File: src/rtl/instr_fetch_unit_if.sv
// Fetch-stage bus: ROM address/data, execute redirect, decode handshake.
// master = fetch unit side, slave = environment (ROM, execute, decoder).
interface instr_fetch_unit_if;
  logic [31:0] rom_addr;
  logic [31:0] rom_data;
  logic        redirect_valid;
  logic [31:0] redirect_pc;
  logic        out_valid;
  logic        out_ready;
  logic [31:0] out_instr;
  logic [31:0] out_pc;
  logic [31:0] out_pc_plus4;
  logic        misalign_err;

  modport master (
    output rom_addr, out_valid, out_instr, out_pc, out_pc_plus4, misalign_err,
    input  rom_data, redirect_valid, redirect_pc, out_ready
  );
  modport slave (
    input  rom_addr, out_valid, out_instr, out_pc, out_pc_plus4, misalign_err,
    output rom_data, redirect_valid, redirect_pc, out_ready
  );
endinterface

File: src/rtl/instr_fetch_unit.sv
// RV32I fetch stage: PC register, one ROM read per cycle, small {pc,instr}
// queue to decode, redirect flush with misaligned-target halt.
module instr_fetch_unit #(
  parameter logic [31:0] RESET_PC   = 32'h0000_0000,
  parameter int          FIFO_DEPTH = 2
) (
  input  logic                clk,
  input  logic                reset_n,
  instr_fetch_unit_if.master  bus
);
  localparam int PW = $clog2(FIFO_DEPTH);
  localparam int CW = PW + 1;

  typedef struct packed {
    logic [31:0] pc;
    logic [31:0] instr;
  } entry_t;

  entry_t [FIFO_DEPTH-1:0] fifo_q;
  logic   [PW-1:0]         wr_ptr, rd_ptr;
  logic   [CW-1:0]         count;
  logic   [31:0]           fetch_pc;
  logic                    halted, misalign_q;
  logic                    pop, push;

  assign pop  = (count != '0) & bus.out_ready;
  assign push = !bus.redirect_valid & !halted & ((count < CW'(FIFO_DEPTH)) | pop);

  // Redirect wins over everything: flush, realign target, record misalignment.
  always_ff @(posedge clk or negedge reset_n) begin
    if (!reset_n) begin
      fetch_pc   <= RESET_PC;
      count      <= '0;
      wr_ptr     <= '0;
      rd_ptr     <= '0;
      halted     <= 1'b0;
      misalign_q <= 1'b0;
    end else if (bus.redirect_valid) begin
      fetch_pc   <= {bus.redirect_pc[31:2], 2'b00};
      count      <= '0;
      wr_ptr     <= '0;
      rd_ptr     <= '0;
      halted     <= |bus.redirect_pc[1:0];
      misalign_q <= |bus.redirect_pc[1:0];
    end else begin
      if (push) begin
        fetch_pc <= fetch_pc + 32'd4;
        wr_ptr   <= wr_ptr + 1'b1;
      end
      if (pop) rd_ptr <= rd_ptr + 1'b1;
      count <= count + CW'(push) - CW'(pop);
    end
  end

  // Payload storage needs no reset; the count gates visibility.
  always_ff @(posedge clk) begin
    if (push) fifo_q[wr_ptr] <= '{pc: fetch_pc, instr: bus.rom_data};
  end

  assign bus.rom_addr     = fetch_pc;
  assign bus.out_valid    = (count != '0);
  assign bus.out_instr    = fifo_q[rd_ptr].instr;
  assign bus.out_pc       = fifo_q[rd_ptr].pc;
  assign bus.out_pc_plus4 = fifo_q[rd_ptr].pc + 32'd4;
  assign bus.misalign_err = misalign_q;
endmodule

File: src/flat_wrapper.sv
// flat-port wrapper written by rule: the top's interface ports become plain ports
module instr_fetch_unit_flat 
#(
  parameter logic [31:0] RESET_PC   = 32'h0000_0000,
  parameter int          FIFO_DEPTH = 2
)
  (clk, reset_n, bus_rom_addr, bus_out_valid, bus_out_instr, bus_out_pc, bus_out_pc_plus4, bus_misalign_err, bus_rom_data, bus_redirect_valid, bus_redirect_pc, bus_out_ready);
  instr_fetch_unit_if bus_i ();
  input  logic clk;
  input  logic reset_n;
  output wire logic [$bits(bus_i.rom_addr)-1:0] bus_rom_addr;
  output wire logic [$bits(bus_i.out_valid)-1:0] bus_out_valid;
  output wire logic [$bits(bus_i.out_instr)-1:0] bus_out_instr;
  output wire logic [$bits(bus_i.out_pc)-1:0] bus_out_pc;
  output wire logic [$bits(bus_i.out_pc_plus4)-1:0] bus_out_pc_plus4;
  output wire logic [$bits(bus_i.misalign_err)-1:0] bus_misalign_err;
  input wire logic [$bits(bus_i.rom_data)-1:0] bus_rom_data;
  input wire logic [$bits(bus_i.redirect_valid)-1:0] bus_redirect_valid;
  input wire logic [$bits(bus_i.redirect_pc)-1:0] bus_redirect_pc;
  input wire logic [$bits(bus_i.out_ready)-1:0] bus_out_ready;
  assign bus_rom_addr = bus_i.rom_addr;
  assign bus_out_valid = bus_i.out_valid;
  assign bus_out_instr = bus_i.out_instr;
  assign bus_out_pc = bus_i.out_pc;
  assign bus_out_pc_plus4 = bus_i.out_pc_plus4;
  assign bus_misalign_err = bus_i.misalign_err;
  assign bus_i.rom_data = bus_rom_data;
  assign bus_i.redirect_valid = bus_redirect_valid;
  assign bus_i.redirect_pc = bus_redirect_pc;
  assign bus_i.out_ready = bus_out_ready;
  instr_fetch_unit #(.RESET_PC(RESET_PC), .FIFO_DEPTH(FIFO_DEPTH)) u_core (.clk(clk), .reset_n(reset_n), .bus(bus_i));
endmodule
File: config.mk
export PLATFORM = sky130hd
export DESIGN_NAME = instr_fetch_unit_flat
export DESIGN_NICKNAME = d
export VERILOG_FILES = /design/src/rtl/instr_fetch_unit_if.sv /design/src/rtl/instr_fetch_unit.sv /design/src/flat_wrapper.sv
export SDC_FILE = /design/constraint.sdc
export NUM_CORES = 1
export LEC_CHECK = 0
export ABC_CLOCK_PERIOD_IN_PS = 9300
export BUFFER_PORTS_ARGS = -buffer_cell sky130_fd_sc_hd__buf_2
export CORE_MARGIN = 5
export CORE_UTILIZATION = 35
export CTS_CLUSTER_DIAMETER = 60
export DETAILED_ROUTE_END_ITERATION = 8
export GPL_ROUTABILITY_DRIVEN = 0
export GPL_TIMING_DRIVEN = 0
export PLACE_DENSITY = 0.66
export SYNTH_ARGS = -nofsm -noshare
export SYNTH_HDL_FRONTEND = slang
export SYNTH_SLANG_ARGS = --single-unit
export TNS_END_PERCENT = 50
File: constraint.sdc
create_clock -name clk -period 9.3 [get_ports clk]
set_input_delay 2.79 -clock clk [delete_from_list [all_inputs] [get_ports clk]]
set_output_delay 2.79 -clock clk [all_outputs]
set_load 0.1 [all_outputs]
; ---- Word-level counts from Yosys, hierarchy flattened
; Index checks and enable logic that the tools add are counted.
[totals]
romBits = 0
latchBits = 0
reg_bits = 165
output_inout_bits = 130
wordCells = 42
inputBits = 68
mem_bits_rw = 0
n_memories = 0
[classes]
n_reduce_logical = 7
order_cmp = 4
n_addsub = 6
n_mul = 0
n_bitwise = 4
div = 0
shifts = 0
eq_ne = 0
mux = 12
[op_table]
columns = operator, count
row1 = 64-bit two-way mux, 3
row2 = 128-bit bitwise mux, 1
row3 = 32-bit by 3-bit adder with 32-bit output (second input constant), 2
row4 = 64-bit demux with 1-bit select, 1
row5 = 32-bit two-way mux, 2
row6 = 2-bit nonzero test, 3
row7 = 1-bit by 2-bit less-than comparator with 1-bit output (second input constant), 2
row8 = 1-bit two-way mux, 4
row9 = 1-bit AND, 3
row10 = 1-bit adder (second input constant), 2
row11 = 2-bit by 1-bit adder with 2-bit output, 1
row12 = 1-bit logical NOT, 2
row13 = 2-bit less-than comparator (second input constant), 1
row14 = 2-bit two-way mux, 1
row15 = 2-bit OR reduction, 1
row16 = 2-bit by 1-bit subtractor with 2-bit output, 1
row17 = 1-bit >= comparator (second input constant), 1
row18 = 1-bit logical AND, 1
row19 = 1-bit OR, 1

; ---- Longest topological paths before layout
; Gate-level depths: netlist of the first run.
[logic_depth]
ltp_word = 7
ltp_mapped = 13
mapped_depth_nobuf = 8

; ---- Worst setup path before layout of the first run
; Ideal clock, no wire load.
[synth_path]
kind = input to register
from = input bus_redirect_valid
to = register u_core.fifo_q[0] in the netlist's numbering, enable pin
required_ps = 8665
slack_ps = -475
arrival_ps = 9139
setup_time_ps = 635
n_path_buf = 2
path_stages = 3
cell_sequence = clkbuf_1 > clkbuf_1 > nor4_1
[synth_between]
elab_chain_len = 3
[synth_lines]
columns = element, line_no
row1 = "start, declared", flat_wrapper.sv:18  ; input wire logic [$bits(bus_i.redirect_valid)-1:0] bus_redirect_valid;
row2 = 1-bit logical NOT, instr_fetch_unit.sv:27  ; assign push = !bus.redirect_valid & !halted & ((count < CW'(FIFO_DEPTH)) | pop);
row3 = 1-bit AND (2 in a row), instr_fetch_unit.sv:27
row4 = "end signal, assigned by index", instr_fetch_unit.sv:57  ; if (push) fifo_q[wr_ptr] <= '{pc: fetch_pc, instr: bus.rom_data};
row5 = "end, declared", instr_fetch_unit.sv:19  ; entry_t [FIFO_DEPTH-1:0] fifo_q;
; Every way passes these cells.
; A chain may end at the register's enable or synchronous reset.

; ---- Final worst setup path of the first run
[layout_path]
from = register u_core.rd_ptr
to = output bus_out_pc_plus4[16]
[layout_between]
elab_chain_len = 3
[layout_lines]
columns = element, line_no
row1 = "start, declared", instr_fetch_unit.sv:20  ; logic [PW-1:0] wr_ptr, rd_ptr;
row2 = "start signal, assigned", instr_fetch_unit.sv:50  ; if (pop) rd_ptr <= rd_ptr + 1'b1;
row3 = 64-bit two-way mux (2 in a row), n/a
row4 = 32-bit by 3-bit adder with 32-bit output, instr_fetch_unit.sv:64  ; assign bus.out_pc_plus4 = fifo_q[rd_ptr].pc + 32'd4;
row5 = "end, declared", flat_wrapper.sv:15  ; output wire logic [$bits(bus_i.out_pc_plus4)-1:0] bus_out_pc_plus4;
; Every way passes these cells. The select of a mux whose other input is x is not followed.

==> metrics.md, run 1 <==
| Metric | Value |
|---|---|
| Die X-Extent | `153 um` |
| Vias per cell | `4.76` |
| Adder-Cell Fraction of Synth Area | `0.695%` |
| Initial antenna violation count | `0` |
| Critical path endpoint category | `output pin` |
| Gr usage total | `15.8%` |
| Hold_buf cts | `0` |
| Period utilization | `79.3%` |
| Synth Warn # | `0` |
| Run status | `finished, final reports clean` |
| CTS H-tree lvls | `4` |
| CTS max path bufs | `2` |
| Die area | `0.0236 sq mm` |
| Clk_lat worst skew | `420 ps` |
| Die Height | `153 um` |
| DRC violations left | `0` |
| Post-synth EDFFs | `124` |
| Asr flop ratio synth | `22.0%` |
| Min Hold Slack | `561 ps` |
| Pwr Density | `294 mW/mm^2` |
| Met2 GRT Util | `26.7%` |
| Average size of a mapped cell | `13.4 sq um` |
| Post-synthesis compound-gate area fraction | `3.80%` |
| Synth top area cells | `edfxtp_1, dfrtp_1, mux2_2, xnor2_1, nand2_1` |
| Most frequent cells in the layout | `buf_2, edfxtp_1, nand2_1` |
| Ys flop type | `edfxtp_1` |
| Area Overhead vs Synth | `27.0%` |
| Hold Path Class | `flip-flop to flip-flop` |
| Met1 GRT Util | `20.0%` |
| Worst EP arrival | `4590 ps` |
| Final net count | `827` |
| Clk sink count | `159` |
| Placed cell area | `0.00860 sq mm` |
| Yosys top cell by area | `edfxtp_1` |
| Final wirelength | `18.5 mm` |
| CP Max Fanout | `10` |
| Largest net degree at the start of global routing | `63` |
| Maximum vdd drop | `0.135 mV` |
| Root buf cell | `clkbuf_16` |
| I/O Pins | `198` |
| Hpwl dp | `14.1 mm` |
| Post-synthesis simple-gate area fraction | `12.6%` |
| DR WL/cell | `17.9 um` |
| Commonest non-fill, non-tap cell in the layout | `buf_2` |
| Fin Clk Skew | `15.8 ps` |
| Pwr Total | `2.69 mW` |
| Sum Neg Setup Slack | `0 ps` |
| Final-report max-slew violation count | `0` |
| Util after Layout | `45.2%` |
| Starting DRT DRC Count | `305` |
| Row cnt | `52` |
| RSZ-0062 raised after global routing | `no` |
| Post-Syn Instances | `536` |
| Vias in the first global route | `5102` |
| CTS buffer count | `17` |
| Port Buf Inserts | `190` |
| First-pass iteration count of the detailed router | `5` |
| Max-cap viol count | `0` |
| TritonCTS clock tree | `yes` |
| M3 GR Usage | `3.51%` |
| Via count | `4933` |
| Post-synthesis mux area share | `9.53%` |
| Synth Area in XOR/XNOR | `6.81%` |
| CTS resizes | `0` |
| Top cell type's share of synthesized area | `51.7%` |
| Postcts setup bufs | `0` |
| Number of setup violations in the final report | `0` |
| Final count of hold timing violations | `0` |
| WP data required | `6510 ps` |
| Post-route ant nets | `0` |
| Slew @ Worst Pin | `887 ps` |
| Overflow after GRT | `0` |
| Layout cells sized above 1 | `40.0%` |
| Synth Register Bits | `159` |
| Largest family of logic cells by synthesized area | `simple AND/OR/NAND/NOR gates` |
| Synth Cell Area | `0.00720 sq mm` |
| Seq/Total Area, Yosys | `63.8%` |
| Worst-path clk slew | `60 ps` |
| Tmin final | `7380 ps` |
| Core Area | `0.0202 sq mm` |
| Ant diodes | `0` |
| Max_slew headroom | `40.9%` |
| GR peak layer | `met2` |
| First-pass GRT wire length | `28.7 mm` |
| Design area | `0.00915 sq mm` |
| CP Launch Type | `flip-flop` |
| Post-synth cell types | `43` |
| Starting Density | `35.6%` |
| Leak | `3.56 nW` |
| Achievable Freq | `136 MHz` |
| Critical path class | `flip-flop to output pin` |
## Yosys cell counts (8+ instances only)
library cell / number
nand4b_1: 8
xor2_1: 22
dfrtp_1: 35
nand3_1: 22
nand2_1: 58
nand4_1: 16
and3_1: 8
mux2i_1: 9
buf_2: 10
xnor2_1: 34
clkbuf_1: 9
nor2_1: 19
inv_1: 13
o21ai_1: 10
edfxtp_1: 124
o21ai_0: 24
mux2_2: 53
## flip-flops by register name (all words and copies together) (netlist names)
signal and cells:
u_core.fifo_q 124, u_core.count 2, u_core.bus.rom_addr 30, u_core.wr_ptr 1
u_core.rd_ptr 1, u_core.halted 1
## cell families (layout without fill, tap and decap cells)
family,Yosys count,in the layout
compound gates,48,48
xor+xnor,56,56
fa+ha+maj,4,4
buf+inv,39,265
flops,159,159
mux,62,62
other cells,1,6
simple gates,167,167
## stage by stage
stage,std cells,worst slack [ps]
6_report,1037,1920
5_1_grt,1037,1650
4_1_cts,1037,1840
3_5_place_dp,1006,2300
3_3_place_gp,1001,-99.7
2_1_floorplan,541,-63.1
## critical path, stage by stage, from the launching register on
cell,delay (ps)
dfrtp_1,310
buf_2,210
buf_2,310
buf_2,310
buf_2,330
buf_2,330
mux2i_1,150
inv_1,90
ha_1,230
nand4b_1,210
a221oi_2,530
and2_1,350
nand2_1,100
xnor2_1,220
buf_2,470
## final cells by class
| cell class | count | area (sq um) |
|---|---|---|
| flip-flops and latches | 159 | 4600 |
| clock buffers | 21 | 460 |
| well taps | 270 | 338 |
| inverters | 13 | 48.8 |
| multi-input cells | 343 | 2450 |
| clock inverters | 10 | 88.8 |
| fillers | 1877 | 11100 |
| plain buffers | 26 | 140 |
| repair buffers | 195 | 1020 |
## per-layer routing
layer / wire length, um / vias up / part of all wire (%)
li1: - / 2389 / -
met2: 9320 / 149 / 50
met5: 0 / - / 0
met3: 895 / 21 / 4.8
met1: 8000 / 2374 / 43
met4: 307 / 0 / 1.7
## report_power, final
group	internal [mW]	switching, mW
logic	0.209	0.980
registers	0.812	0.0362
clock network	0.379	0.270
## worst paths after layout
| path | to | cells after the start | from | slack, ps |
|---|---|---|---|---|
| min | u_core.fifo_q[61]$_DFFE_PP_ | 0 | u_core.bus.rom_addr[29]$_DFFE_PN0P_ | 560 |
| max | bus_out_pc_plus4[16] | 14 | u_core.rd_ptr$_DFFE_PN0P_ | 1920 |
| max in group asynchronous | u_core.bus.rom_addr[3]$_DFFE_PN0P_ | 1 | reset_n | 6340 |
| min reg2reg | u_core.fifo_q[61]$_DFFE_PP_ | 0 | u_core.bus.rom_addr[29]$_DFFE_PN0P_ | 560 |
| min in group asynchronous | u_core.bus.rom_addr[26]$_DFFE_PN0P_ | 1 | reset_n | 2450 |
| max reg2reg | u_core.fifo_q[64]$_DFFE_PP_ | 4 | u_core.count[1]$_DFF_PN0_ | 7080 |
Note: power is estimated with default switching activity, not from simulation.
==> run 2, diff against run 1 <==
ABC_CLOCK_PERIOD_IN_PS = 6900   (was 9300)
clock period = 6.9 ns   (was 9.3 ns; I/O delays follow)
==> metrics.md, run 2 (synthesized netlist as in run 1, its figures left out) <==
| Metric | Value |
|---|---|
| CP Max Fanout | `10` |
| CTS resizes | `0` |
| Commonest non-fill, non-tap cell in the layout | `buf_2` |
| Maximum vdd drop | `0.180 mV` |
| Crit-path max cell delay | `540 ps` |
| DRC violations left | `0` |
| Root buf cell | `clkbuf_16` |
| Sw power | `1.73 mW` |
| TritonCTS clock tree | `yes` |
| Gr usage total | `15.8%` |
| Worst EP arrival | `4550 ps` |
| DR WL/cell | `17.8 um` |
| Worst-path clk slew | `60 ps` |
| Sequential Power Share | `31.6%` |
| Final worst slack | `277 ps` |
| Critical path, cell by cell | `buf_2, buf_2, buf_2, buf_2, buf_2, mux2i_1, inv_1, ha_1, nand4b_1, a221oi_2, nand4_1, nand3b_1, xnor2_1, buf_2` |
| Final wirelength | `18.5 mm` |
| Tmin final | `6620 ps` |
| Fin Clk Skew | `13.5 ps` |
| Clock share of power | `24.1%` |
| Util after Layout | `45.2%` |
| Hold Path Class | `flip-flop to flip-flop` |
| Vias per cell | `4.75` |
| Slew @ Worst Pin | `892 ps` |
| Critical path endpoint category | `output pin` |
| Largest net degree at the start of global routing | `63` |
| Period utilization | `96.0%` |
| CP delay by family, top | `buffers and inverters` |
| Starting DRT DRC Count | `307` |
| Most frequent cells in the layout | `buf_2, edfxtp_1, nand2_1` |
| Hpwl dp | `14.1 mm` |
| Row cnt | `52` |
| Port Buf Inserts | `190` |
| Hold Crit Start | `u_core.bus.rom_addr[29]$_DFFE_PN0P_` |
| Worst reg2reg path depth | `4` |
| Largest register FFs | `124` |
| Die Height | `153 um` |
| Achievable Freq | `151 MHz` |
| CTS max path bufs | `2` |
| CTS H-tree lvls | `4` |
| CP max-delay cell | `a221oi_2` |
| Post-route ant nets | `0` |
| Initial antenna violation count | `0` |
| Vias in the first global route | `5102` |
| RSZ-0062 raised after global routing | `no` |
| WP data required | `4830 ps` |
| Number of setup violations in the final report | `0` |
| Run status | `finished, final reports clean` |
| Top reg by flops | `u_core.fifo_q` |
| Int Pwr | `1.89 mW` |
| Final-report max-slew violation count | `0` |
| Ant diodes | `0` |
| Post-place setup slack | `622 ps` |
| Area Overhead vs Synth | `27.0%` |
| Hold_buf cts | `0` |
| Max_slew headroom | `40.6%` |
| CP Launch Type | `flip-flop` |
| Clk_lat worst skew | `420 ps` |
| Combinational Power Share | `44.3%` |
| Critical path class | `flip-flop to output pin` |
| Layout cells sized above 1 | `40.0%` |
| Max-cap viol count | `0` |
| Pwr Density | `396 mW/mm^2` |
| First-pass GRT wire length | `28.7 mm` |
| Die X-Extent | `153 um` |
| I/O Pins | `198` |
| FF-to-FF setup slack | `4680 ps` |
| Overflow after GRT | `0` |
| Die area | `0.0236 sq mm` |
| Leak | `3.56 nW` |
| Clk sink count | `159` |
| Worst Hold Path Cells | `0` |
| Postcts setup bufs | `0` |
| Final net count | `827` |
| RR Startpoint | `u_core.count[1]$_DFF_PN0_` |
| Switching Fraction | `47.8%` |
| Critical path buffer and inverter count | `7` |
| Starting Density | `35.6%` |
| Most Frequent Cell on Critical Path | `buf_2` |
| Via count | `4925` |
| First-pass iteration count of the detailed router | `4` |
| Worst hold endpoint | `u_core.fifo_q[61]$_DFFE_PP_` |
| RR Endpoint | `u_core.fifo_q[64]$_DFFE_PP_` |
| Final count of hold timing violations | `0` |
| Core Area | `0.0202 sq mm` |
| CTS buffer count | `17` |
[run 2: changes by cell type in the layout (fill, tap and decap cells not counted)]
cell and change:
buf_2 -1, clkbuf_4 +1
[run 2: layer usage]
| layer | wire length [um] | track usage [%] | up-vias |
|---|---|---|---|
| li1 | - | - | 2388 |
| met1 | 7980 | 20.0 | 2375 |
| met2 | 9370 | 26.7 | 143 |
| met3 | 829 | 3.51 | 19 |
| met4 | 300 | 5.42 | 0 |
| met5 | 0 | 0 | - |
[run 2: metrics by stage]
step                cell area (sq um)  hold WS, ps  std cells  power [mW]  TNS, ps
floorplan                        7230          516        541        2.50   -18810
global placement                 8520          529       1001        2.76  -110020
detailed placement               8600          534       1006        2.78        0
CTS                              9150          555       1037        3.65        0
global route                     9150          580       1037        3.74        0
finish                           9150          559       1037        3.62        0
[run 2: power by group through the flow]
| stage | sequential, mW | clock (mW) | combinational [mW] |
|---|---|---|---|
| after floorplan | 1.28 | 0 | 1.23 |
| after global placement | 1.16 | 0 | 1.60 |
| after global routing | 1.15 | 0.938 | 1.66 |
| after CTS | 1.14 | 0.896 | 1.62 |
| final | 1.14 | 0.874 | 1.60 |
| after detailed placement | 1.16 | 0 | 1.61 |
[run 2: worst max-delay path by stage]
stage / startpoint / endpoint / cells past startpoint
6_report: u_core.rd_ptr$_DFFE_PN0P_ / bus_out_pc_plus4[26] / 14
5_1_grt: u_core.rd_ptr$_DFFE_PN0P_ / bus_out_pc_plus4[20] / 14
4_1_cts: u_core.rd_ptr$_DFFE_PN0P_ / bus_out_pc_plus4[16] / 14
3_5_place_dp: u_core.rd_ptr$_DFFE_PN0P_ / bus_out_pc_plus4[16] / 14
3_3_place_gp: bus_redirect_valid / u_core.fifo_q[1]$_DFFE_PP_ / 3
2_1_floorplan: u_core.rd_ptr$_DFFE_PN0P_ / bus_out_pc_plus4[28] / 13
[run 2: layout make-up]
| cell class | instances | area [sq um] |
|---|---|---|
| buffer | 26 | 140 |
| clock buffer | 21 | 460 |
| clock inverter | 10 | 88.8 |
| fill | 1876 | 11100 |
| inverter | 13 | 48.8 |
| multi-input combinational | 343 | 2450 |
| sequential | 159 | 4600 |
| tap | 270 | 338 |
| timing repair buffer | 195 | 1020 |
